$ cat src/rtl/ni_flit_injector.sv
// NI injection stage: turns packet requests plus a body stream into flits on one VC,
// gated by per-VC downstream credits so the router local input buffer never overflows.
module ni_flit_injector #(
    parameter int unsigned V            = 4,
    parameter int unsigned B            = 4,
    parameter int unsigned Fpay         = 32,
    parameter int unsigned MIN_PCK_SIZE = 2,
    parameter int unsigned PCK_SIZEw    = 8,
    localparam int unsigned Fw          = 2 + V + Fpay
) (
    input  logic                 clk,
    input  logic                 reset,
    input  logic                 pck_valid,
    output logic                 pck_ready,
    input  logic [V-1:0]         pck_vc,
    input  logic [PCK_SIZEw-1:0] pck_size,
    input  logic [Fpay-1:0]      pck_hdr,
    input  logic                 data_valid,
    output logic                 data_ready,
    input  logic [Fpay-1:0]      data_in,
    output logic [Fw-1:0]        flit_out,
    output logic                 flit_out_we,
    input  logic [V-1:0]         credit_in,
    output logic                 busy
);

    localparam int unsigned CW = $clog2(B + 1);
    localparam logic [CW-1:0] CreditMax = CW'(B);
    localparam logic [PCK_SIZEw-1:0] MinSize = PCK_SIZEw'(MIN_PCK_SIZE);

    typedef enum logic [1:0] {StIdle, StHead, StBody} state_e;

    state_e                   state_q, state_d;
    logic [V-1:0]             vc_q, vc_d;
    logic [PCK_SIZEw-1:0]     remain_q, remain_d;
    logic [Fpay-1:0]          hdr_q, hdr_d;
    logic [V-1:0][CW-1:0]     credit_q, credit_d;
    logic [Fw-1:0]            flit_q, flit_d;
    logic                     flit_we_q;

    logic                     issue;
    logic [PCK_SIZEw-1:0]     eff_size;
    logic [V-1:0]             has_credit;
    logic                     vc_has_credit;
    logic                     last_flit;

    // Zero-length requests are illegal; they fall into the minimum-size clamp.
    assign eff_size = (pck_size < MinSize) ? MinSize : pck_size;

    always_comb begin
        for (int v = 0; v < V; v++) begin
            has_credit[v] = (credit_q[v] != '0);
        end
    end

    assign vc_has_credit = |(has_credit & vc_q);
    assign last_flit     = (remain_q == PCK_SIZEw'(1));

    always_comb begin
        state_d    = state_q;
        vc_d       = vc_q;
        remain_d   = remain_q;
        hdr_d      = hdr_q;
        issue      = 1'b0;
        flit_d     = '0;
        pck_ready  = 1'b0;
        data_ready = 1'b0;
        unique case (state_q)
            StIdle: begin
                pck_ready = 1'b1;
                if (pck_valid) begin
                    vc_d     = pck_vc;
                    hdr_d    = pck_hdr;
                    remain_d = eff_size;
                    state_d  = StHead;
                end
            end
            StHead: begin
                // remain_q holds the full packet length until the header goes out.
                if (vc_has_credit) begin
                    issue    = 1'b1;
                    flit_d   = {1'b1, last_flit, vc_q, hdr_q};
                    remain_d = remain_q - PCK_SIZEw'(1);
                    state_d  = last_flit ? StIdle : StBody;
                end
            end
            StBody: begin
                data_ready = vc_has_credit;
                if (data_valid && vc_has_credit) begin
                    issue    = 1'b1;
                    flit_d   = {1'b0, last_flit, vc_q, data_in};
                    remain_d = remain_q - PCK_SIZEw'(1);
                    if (last_flit) begin
                        state_d = StIdle;
                    end
                end
            end
            default: state_d = StIdle;
        endcase
    end

    // A simultaneous issue and return cancel; returns beyond B are dropped.
    always_comb begin
        credit_d = credit_q;
        for (int v = 0; v < V; v++) begin
            if (issue && vc_q[v] && !credit_in[v]) begin
                credit_d[v] = credit_q[v] - CW'(1);
            end else if (credit_in[v] && !(issue && vc_q[v]) && credit_q[v] != CreditMax) begin
                credit_d[v] = credit_q[v] + CW'(1);
            end
        end
    end

    always_ff @(posedge clk or posedge reset) begin
        if (reset) begin
            state_q   <= StIdle;
            vc_q      <= '0;
            remain_q  <= '0;
            hdr_q     <= '0;
            flit_q    <= '0;
            flit_we_q <= 1'b0;
            for (int v = 0; v < V; v++) begin
                credit_q[v] <= CreditMax;
            end
        end else begin
            state_q   <= state_d;
            vc_q      <= vc_d;
            remain_q  <= remain_d;
            hdr_q     <= hdr_d;
            flit_q    <= flit_d;
            flit_we_q <= issue;
            credit_q  <= credit_d;
        end
    end

    assign flit_out    = flit_q;
    assign flit_out_we = flit_we_q;
    assign busy        = (state_q != StIdle);

    // Protocol checks: credit overflow and non-one-hot VC at acceptance.
    always_ff @(posedge clk) begin
        if (!reset) begin
            for (int v = 0; v < V; v++) begin
                assert (!(credit_in[v] && credit_q[v] == CreditMax))
                else $warning("ni_flit_injector: credit return on VC %0d already holding B", v);
            end
            if (state_q == StIdle && pck_valid) begin
                assert ($onehot(pck_vc))
                else $warning("ni_flit_injector: pck_vc %b is not one-hot", pck_vc);
            end
        end
    end

endmodule

$ cat config.mk
export PLATFORM = sky130hd
export DESIGN_NAME = ni_flit_injector
export DESIGN_NICKNAME = d
export VERILOG_FILES = /design/src/rtl/ni_flit_injector.sv
export SDC_FILE = /design/constraint.sdc
export NUM_CORES = 1
export LEC_CHECK = 0
export ABC_AREA = 1
export CAP_MARGIN = 20
export CORE_MARGIN = 10
export CORE_UTILIZATION = 43
export DETAILED_ROUTE_END_ITERATION = 7
export GPL_TIMING_DRIVEN = 1
export PLACE_DENSITY = 0.81
export SLEW_MARGIN = 30
export SYNTH_ARGS = -nofsm -noshare
export SYNTH_HDL_FRONTEND = slang
export SYNTH_SLANG_ARGS = --single-unit
export TNS_END_PERCENT = 20
$ cat constraint.sdc
create_clock -name clk -period 3.45 [get_ports clk]
set_input_delay 1.035 -clock clk [delete_from_list [all_inputs] [get_ports clk]]
set_output_delay 1.035 -clock clk [all_outputs]
set_load 0.005 [all_outputs]
==> flow_summary.json, run 1 <==
{
  "run_status": "completed",
  "placed_instance_area_um2": 5810,
  "die_h_um": 121,
  "grt_antenna_before_repair": 0,
  "clk_path_buf_depth": 2,
  "max_capacitance_violation_count": 0,
  "synth.distinct_cells": 39,
  "timing.slew.headroom": 0.446,
  "worst_pin_slew_ps": 830,
  "final-hold-violation-count": 0,
  "grt_setup_unrepaired": "no",
  "cts_repair_resize_count": 0,
  "slew_viol_final": 0,
  "synth_area_per_cell_um2": 10.2,
  "tritoncts_num_sinks": 97,
  "period_minus_slack_ps": 3090,
  "io_buffer_count": 125,
  "grt_max_degree": 98,
  "power.ir.vdd_worst_mv": 0.382,
  "initial_utilization": 0.445,
  "fp.dieArea_um2": 14700,
  "clkLatencyLatePin_ps": 360,
  "finalWirelength_um": 11000,
  "route.vias.total": 3439,
  "cp.required_ps": 2410,
  "synth_cells": 431,
  "clock_transition_time_at_the_flip_flop_clock_pins_of_the_worst_setup_and_hold_paths_ps": 90,
  "detail_route.vias_per_cell": 4.95,
  "placementRows": 36,
  "post_cts.repair.setup_buffers": 0,
  "tritoncts": "yes",
  "layout_commonest_cell": "clkdlybuf4s50_1",
  "postSynthNetCount": 524,
  "drc_errors": 0,
  "final_util": 0.609,
  "skew_ps": 10.1,
  "setup_viol": 0,
  "startpoint_type": "flop",
  "area_growth_pct": 36.6,
  "holdBufCountCts": 0,
  "yosys_warnings": 0,
  "detail_route.first_pass.iterations": 4,
  "final_layout_size_suffix_gt1_frac": 0.144,
  "detailedRoute.firstIterationViolations": 167,
  "timing_worst_setup_path_type": "flop to output pin",
  "drt-wirelength-per-cell_um": 15.8,
  "most-common-layout-cells": "clkdlybuf4s50_1 (125), dfrtp_1 (93), nand2_1 (71)",
  "total_inserted_antenna_cells": 0,
  "global_route_overflow": 0,
  "gp_congestion": 0.816,
  "via_count_of_the_first_global_routing_pass": 3532,
  "post_synth_instance_area_um2": 4390,
  "crit_path_max_fanout": 5,
  "finalNetCount": 650,
  "first_pass_grt_wire_length_um": 17700,
  "p_leak_uw": 0.00279,
  "die_w_um": 121,
  "placeableCoreArea_um2": 9860,
  "design_area_um2": 6000,
  "place_hpwl_um": 8170,
  "p_per_area_nw_per_um2": 847,
  "grtUsageTotal": 0.150,
  "fmax_mhz": 323,
  "io_pins": 126,
  "critical_path_arrival_ps": 2060,
  "final.period_utilization": 0.896,
  "final.setup.tns_ps": 0,
  "timing.hold.worst.class": "flop to flop",
  "antenna_left": 0,
  "clockRootBuffer": "clkbuf_8",
  "clock_tree.htree_level_count": 3,
  "sequential_element_share_of_the_synthesized_area": 0.554,
  "yosys_register_bits": 97,
  "endpoint_kind": "output pin",
  "number_of_cts_inserted_buffers": 9
}
cells by family after synthesis:
| group | Yosys count | synth area share |
|---|---|---|
| AND/OR/NAND/NOR | 149 | 0.163 |
| flip-flops | 97 | 0.554 |
| AO/OA/AOI/OAI | 76 | 0.121 |
| buffers and inverters | 76 | 0.0686 |
| multiplexers | 23 | 0.0587 |
| adder cells (fa/ha/maj) | 9 | 0.0325 |
| XOR/XNOR | 1 | 0.00199 |
flip-flops by register name, indices dropped and copies added, names as in the netlist:
signal       cells
flit_out        38
vc_q             4
flit_out_we      1
credit_q        12
remain_q         8
hdr_q           32
state_q          2
report_power, final:
| group | switching [uW] | total [uW] | internal [uW] |
|---|---|---|---|
| Clock | 387 | 745 | 357 |
| Combinational | 1300 | 2410 | 1110 |
| Sequential | 257 | 1920 | 1670 |
area by class of cell:
type,count,area [um^2]
inverters,61,233
multi-input cells,258,1660
well taps,133,166
fillers,797,3860
repair buffers,130,1310
flip-flops and latches,97,2430
clock inverters,4,51.3
clock buffers,12,145
per-stage QoR:
stage / setup slack [ps] / instances / power (uW) / hold WS (ps)
2_1_floorplan: 1090 / 431 / 3500 / 449
3_3_place_gp: 580 / 679 / 4260 / 456
3_5_place_dp: 503 / 679 / 4390 / 472
4_1_cts: 309 / 695 / 5150 / 482
5_1_grt: 217 / 695 / 5510 / 500
6_report: 358 / 695 / 5080 / 479
final timing paths:
| check | start | to | slack [ps] | cells after the start |
|---|---|---|---|---|
| max | state_q[0] | data_ready | 360 | 5 |
| min | credit_q[8] | credit_q[8] | 480 | 2 |
| max reg2reg | state_q[0] | credit_q[11] | 1020 | 14 |
| min reg2reg | credit_q[8] | credit_q[8] | 480 | 2 |
| max in group asynchronous | reset | state_q[1] | 1890 | 3 |
| min in group asynchronous | reset | flit_out[25] | 1180 | 3 |
routing by layer:
layer / global-route usage / part of all wire / routed length (um)
met5: 0 / 0 / 0
met1: 0.175 / 0.42 / 4570
met2: 0.250 / 0.49 / 5380
met3: 0.0535 / 0.078 / 851
met4: 0.0543 / 0.015 / 167
cells in the mapped netlist:
cell type,count,share of area
a21oi_1,21,0.024
a21oi_2,1,0.0020
a22o_1,1,0.0020
a22oi_1,1,0.0017
a31oi_1,2,0.0028
a32o_1,18,0.041
buf_1,1,0.00085
buf_2,7,0.0080
buf_6,1,0.0026
clkbuf_1,6,0.0051
clkinv_1,1,0.00085
dfrtp_1,93,0.53
dfstp_2,4,0.024
fa_1,4,0.018
ha_1,5,0.014
inv_1,54,0.046
inv_2,6,0.0051
mux2_2,22,0.056
mux2i_1,1,0.0023
nand2_1,72,0.062
nand2_2,8,0.011
nand2_4,2,0.0051
nand2_8,2,0.0091
nand3_1,29,0.033
nand3_2,3,0.0068
nand3_4,1,0.0040
nand3b_1,1,0.0017
nand4_1,3,0.0043
nor2_1,23,0.020
nor2_2,2,0.0028
nor3_1,1,0.0011
nor4_1,1,0.0014
o21ai_0,17,0.019
o21ai_1,6,0.0068
o21ai_2,7,0.014
o21bai_1,1,0.0017
o311ai_4,1,0.0060
or2_2,1,0.0014
xor2_1,1,0.0020
critical path, cell delays in order, from the launching register on:
cell             delay, ps
dfrtp_1                420
inv_1                  100
ha_1                   350
inv_1                   90
nor2_2                 190
clkdlybuf4s50_1        560
No activity file was read; power rests on OpenSTA's default activity.
==> run 2: changes to the inputs <==
--- a/config.mk
+++ b/config.mk
@@ -8,10 +8,10 @@
 export ABC_AREA = 1
 export CAP_MARGIN = 20
 export CORE_MARGIN = 10
-export CORE_UTILIZATION = 43
+export CORE_UTILIZATION = 48
 export DETAILED_ROUTE_END_ITERATION = 7
 export GPL_TIMING_DRIVEN = 1
-export PLACE_DENSITY = 0.81
+export PLACE_DENSITY = 0.86
 export SLEW_MARGIN = 30
 export SYNTH_ARGS = -nofsm -noshare
 export SYNTH_HDL_FRONTEND = slang
==> constraint.sdc (replaced) <==
create_clock -name clk -period 3.5 [get_ports clk]
set_input_delay 1.05 -clock clk [delete_from_list [all_inputs] [get_ports clk]]
set_output_delay 1.05 -clock clk [all_outputs]
set_load 0.005 [all_outputs]
==> run 2 against run 1 <==
Power decreased by 1.0%. Critical path depth stayed put. Setup slack better by 120 ps. First-iteration DRC count down 7.2%. Flip-flop and latch count unchanged. Wire length grew 3.2%. Clock skew shrank 2.6 ps. Combinational power hardly changed. Die area is 8.7% lower. Worst hold slack worse by 0.83 ps. Design area shrank 0.77%. Critical endpoint unchanged. Largest cell class unchanged.
==> flow_summary.json, run 2 (synthesis results as in run 1) <==
{
  "worst-path-buf-inv": 3,
  "grtUsageTotal": 0.174,
  "power.ir.vdd_worst_mv": 0.542,
  "path_cells": "inv_1 > ha_1 > inv_1 > nor2_2 > clkdlybuf4s50_1",
  "fmax_mhz": 331,
  "startpoint_type": "flop",
  "tritoncts": "yes",
  "first_pass_grt_wire_length_um": 18500,
  "critical_path_arrival_ps": 1970,
  "antenna_left": 0,
  "crit-reg2reg-launch": "state_q[0]",
  "setup.worst_path.start": "state_q[0]",
  "detailedRoute.firstIterationViolations": 155,
  "layout.cells.non_filler": 668,
  "p_leak_uw": 0.00279,
  "period_minus_slack_ps": 3020,
  "tritoncts_num_sinks": 97,
  "final-hold-violation-count": 0,
  "timing.critical_path.depth": 5,
  "skew_ps": 7.51,
  "final_layout_size_suffix_gt1_frac": 0.143,
  "drt-wirelength-per-cell_um": 16.9,
  "crit_path_top_delay_cell": "clkdlybuf4s50_1",
  "finalNetCount": 650,
  "number_of_cts_inserted_buffers": 9,
  "gp_congestion": 0.883,
  "max_capacitance_violation_count": 0,
  "io_pins": 126,
  "grt_setup_unrepaired": "no",
  "die_w_um": 116,
  "run_status": "completed",
  "slew_viol_final": 0,
  "clockRootBuffer": "clkbuf_8",
  "grt_max_degree": 45,
  "clk_path_buf_depth": 2,
  "detail_route.vias_per_cell": 5.23,
  "drc_errors": 0,
  "post_cts.repair.setup_buffers": 0,
  "clock_transition_time_at_the_flip_flop_clock_pins_of_the_worst_setup_and_hold_paths_ps": 80,
  "most-common-layout-cells": "clkdlybuf4s50_1 (125), dfrtp_1 (93), nand2_1 (71)",
  "placeableCoreArea_um2": 8810,
  "setup_viol": 0,
  "timing_worst_setup_path_type": "flop to output pin",
  "final.setup.tns_ps": 0,
  "critical_path.top_delay_family": "buffers and inverters",
  "clkLatencyLatePin_ps": 350,
  "clock_tree.htree_level_count": 3,
  "endpoint_kind": "output pin",
  "place_hpwl_um": 8550,
  "global_route_overflow": 0,
  "ff2ff_path_depth": 14,
  "number_of_cells_in_the_design_after_placement": 654,
  "p_per_area_nw_per_um2": 844,
  "placementRows": 34,
  "flip_flop_count_of_the_largest_register_after_layout": 38,
  "cts_repair_resize_count": 0,
  "slowest_delay_ps": 540,
  "via_count_of_the_first_global_routing_pass": 3775,
  "worst_pin_slew_ps": 906,
  "timing.hold.worst.class": "flop to flop",
  "die_h_um": 116,
  "final.period_utilization": 0.864,
  "cp-endpoint": "data_ready",
  "finalWirelength_um": 11300,
  "detail_route.first_pass.iterations": 4,
  "area_growth_pct": 35.6,
  "initial_utilization": 0.499,
  "timing.slew.headroom": 0.395,
  "fp.dieArea_um2": 13400,
  "register_to_register_setup_slack_ps": 1020,
  "io_buffer_count": 125,
  "holdBufCountCts": 0,
  "fillers": 668,
  "crit_path_max_fanout": 5,
  "grt_antenna_before_repair": 0,
  "timing.critical_path.mode_cell": "inv_1",
  "layout_commonest_cell": "clkdlybuf4s50_1",
  "route.vias.total": 3493,
  "cp.required_ps": 2450,
  "total_inserted_antenna_cells": 0,
  "regToRegEndpoint": "credit_q[11]"
}
-- run 2: cell count changes in the layout (fill, tap and decap cells not counted) --
cell / change
buf_12: -1
buf_4: +1
clkbuf_1: -1
clkbuf_8: +1
clkinv_2: -1
clkinv_4: +1
clkinvlp_4: -1
inv_6: -1
-- run 2: report_power, final --
group	internal, uW	switching, uW
registers	1640	256
clock network	364	356
logic	1090	1320
total	3100	1930
-- run 2: area by class of cell --
cell class	instances	area [um^2]	share of cell area
flip-flops and latches	97	2430	0.408
multi-input cells	258	1660	0.279
repair buffers	130	1300	0.218
inverters	61	233	0.0391
clock buffers	12	155	0.0260
well taps	108	135	0.0227
clock inverters	2	38.8	0.00651
-- run 2: stage by stage --
step / utilization / power, uW / cell area, um^2 / setup slack [ps] / hold WS (ps)
6_report: 0.677 / 5030 / 5960 / 477 / 478
5_1_grt: 0.677 / 5430 / 5960 / 384 / 513
4_1_cts: 0.677 / 5070 / 5960 / 452 / 477
3_5_place_dp: 0.655 / 4340 / 5760 / 499 / 464
3_3_place_gp: 0.655 / 4190 / 5760 / 592 / 455
2_1_floorplan: - / 3450 / 4400 / 1130 / 449
-- run 2: worst reg2reg max path: cells and delay by family, from the launching register on --
kind	cells	cell delay, ps
fa+ha+maj	2	870
flops	1	380
buf+inv	3	290
simple gates	9	910
-- run 2: layer usage --
| metal | GRT usage | share of wire | up-vias |
|---|---|---|---|
| met5 | 0 | 0 | - |
| met4 | 0.0575 | 0.014 | 0 |
| met3 | 0.0527 | 0.068 | 15 |
| met2 | 0.311 | 0.53 | 89 |
| met1 | 0.193 | 0.38 | 1721 |
| li1 | - | - | 1668 |
-- run 2: worst min-delay path by stage --
stage / start / endpoint / slack [ps] / cells past startpoint
floorplan: credit_q[2] / credit_q[2] / 450 / 2
global placement: credit_q[2] / credit_q[2] / 460 / 2
detailed placement: credit_q[5] / credit_q[5] / 460 / 2
CTS: credit_q[5] / credit_q[5] / 480 / 2
global route: credit_q[5] / credit_q[5] / 510 / 2
finish: credit_q[2] / credit_q[2] / 480 / 2
==> run 3: changes to the inputs <==
--- a/config.mk
+++ b/config.mk
@@ -7,6 +7,7 @@
 export LEC_CHECK = 0
 export ABC_AREA = 1
 export CAP_MARGIN = 20
+export CORE_ASPECT_RATIO = 2
 export CORE_MARGIN = 10
 export CORE_UTILIZATION = 48
 export DETAILED_ROUTE_END_ITERATION = 7
==> run 3 against run 2 <==
Maximum frequency decreased by 2.4%. Via count is 2.1% higher. Sequential power barely moved. Clock power rose by 31%. Sequential share of layout area is 0.53 points lower. Design area increased by 1.3%. Flip-flop and latch count stayed put. Critical path type unchanged. Critical endpoint unchanged. Largest cell class unchanged.
==> flow_summary.json, run 3 (synthesis results as in run 1) <==
{
  "skew_ps": 6.57,
  "final_layout_size_suffix_gt1_frac": 0.146,
  "total_inserted_antenna_cells": 0,
  "period_minus_slack_ps": 3100,
  "route.vias.total": 3565,
  "holdBufCountCts": 0,
  "detail_route.first_pass.iterations": 4,
  "slowest_delay_ps": 560,
  "placeableCoreArea_um2": 8950,
  "io_pins": 126,
  "drc_errors": 0,
  "critical_path.top_delay_family": "buffers and inverters",
  "worst-path-buf-inv": 2,
  "grt_max_degree": 98,
  "antenna_left": 0,
  "most-common-layout-cells": "clkdlybuf4s50_1 (125), dfrtp_1 (93), nand2_1 (71)",
  "tritoncts": "yes",
  "cp.required_ps": 2450,
  "ff_latch_area_um2": 2430,
  "endpoint_kind": "output pin",
  "fillers": 687,
  "setup.worst_path.start": "credit_q[11]",
  "slew_viol_final": 0,
  "fmax_mhz": 323,
  "grt_antenna_before_repair": 0,
  "place_hpwl_um": 9050,
  "power.ir.vdd_worst_mv": 0.557,
  "setup_viol": 0,
  "finalNetCount": 649,
  "worst_pin_slew_ps": 851,
  "die_h_um": 155,
  "via_count_of_the_first_global_routing_pass": 3986,
  "area_growth_pct": 37.4,
  "final.period_utilization": 0.885,
  "timing.slew.headroom": 0.431,
  "grtUsageTotal": 0.185,
  "die_w_um": 87.7,
  "cp-endpoint": "data_ready",
  "finalWirelength_um": 12300,
  "timing.critical_path.mode_cell": "nand2_1",
  "timing_worst_setup_path_type": "flop to output pin",
  "io_buffer_count": 125,
  "crit_path_top_delay_cell": "dfstp_2",
  "initial_utilization": 0.491,
  "timing.critical_path.depth": 7,
  "startpoint_type": "flop",
  "clkLatencyLatePin_ps": 340,
  "number_of_cts_inserted_buffers": 9,
  "gp_congestion": 0.859,
  "post_cts.repair.setup_buffers": 0,
  "p_per_area_nw_per_um2": 878,
  "detailedRoute.firstIterationViolations": 266,
  "clk_path_buf_depth": 2,
  "max_capacitance_violation_count": 0,
  "final.setup.tns_ps": 0,
  "first_pass_grt_wire_length_um": 19700,
  "fp.dieArea_um2": 13600,
  "tritoncts_num_sinks": 97,
  "detail_route.vias_per_cell": 5.38,
  "flip_flop_count_of_the_largest_register_after_layout": 38,
  "fin_hold_ws_ps": 486,
  "crit-reg2reg-launch": "state_q[0]",
  "ff2ff_path_depth": 14,
  "multiInputGateArea_um2": 1660,
  "path_cells": "inv_1 > nand2_1 > nand2_1 > nand2_1 > nor2_1 > nor2_2 > clkdlybuf4s50_1",
  "grt_setup_unrepaired": "no",
  "cts_repair_resize_count": 0,
  "clock_tree.htree_level_count": 3,
  "critical_path_arrival_ps": 2050,
  "holdCritStartpoint": "credit_q[8]",
  "layout_commonest_cell": "clkdlybuf4s50_1",
  "crit_path_max_fanout": 3,
  "final-hold-violation-count": 0,
  "placementRows": 49,
  "global_route_overflow": 0,
  "register_to_register_setup_slack_ps": 1000,
  "clockRootBuffer": "clkbuf_16",
  "run_status": "completed",
  "drt-wirelength-per-cell_um": 18.5,
  "timing.hold.worst.class": "flop to flop",
  "p_leak_uw": 0.00282,
  "clock_transition_time_at_the_flip_flop_clock_pins_of_the_worst_setup_and_hold_paths_ps": 70,
  "regToRegEndpoint": "credit_q[11]"
}
[run 3: changes by cell type in the layout (fill, tap and decap cells not counted), sizes merged]
| cell | previous run | this run |
|---|---|---|
| clkinvlp | 1 | 4 |
| clkbuf | 12 | 9 |
| bufinv | 1 | 0 |
| buf | 5 | 4 |
| inv | 59 | 62 |
[run 3: worst min-delay path by stage]
stage	end	slack, ps	cells after the start
after floorplan	credit_q[2]	450	2
after global placement	credit_q[8]	460	2
after detailed placement	credit_q[5]	470	2
after CTS	credit_q[5]	490	2
after global routing	credit_q[5]	510	2
final	credit_q[8]	490	2
[run 3: worst reg2reg max path, delay by kind of cell (launching register included)]
| kind | cells | cell delay, ps |
|---|---|---|
| fa+ha+maj | 2 | 860 |
| buf+inv | 3 | 280 |
| flops | 1 | 380 |
| simple gates | 9 | 920 |
[run 3: final cells by class]
| type | count | area share |
|---|---|---|
| clock inverters | 7 | 0.0104 |
| flip-flops and latches | 97 | 0.403 |
| inverters | 61 | 0.0385 |
| repair buffers | 129 | 0.214 |
| multi-input cells | 258 | 0.275 |
| well taps | 102 | 0.0211 |
| clock buffers | 9 | 0.0373 |
[run 3: report_power, final]
part	internal, uW	leakage [uW]	switching, uW
logic	1090	0.00148	1350
registers	1650	0.00121	273
clock network	495	0.000132	447
total	3230	0.00282	2070
[run 3: routing by layer]
metal,global-route usage,part of all wire,vias to the layer above,routed length [um]
met2,0.336,0.57,129,6980
met3,0.0476,0.056,38,687
met4,0.110,0.051,0,619
met1,0.175,0.32,1729,3970
li1,-,-,1669,-
met5,0,0,-,0
[run 3: through the flow]
stage / setup slack [ps] / utilization / area, um^2 / power, uW / std cells
floorplan: 1130 / - / 4400 / 3450 / 431
global placement: 593 / 0.642 / 5750 / 4200 / 647
detailed placement: 479 / 0.642 / 5750 / 4350 / 647
CTS: 396 / 0.674 / 6040 / 5340 / 663
global route: 292 / 0.674 / 6040 / 5670 / 663
finish: 401 / 0.674 / 6040 / 5300 / 663
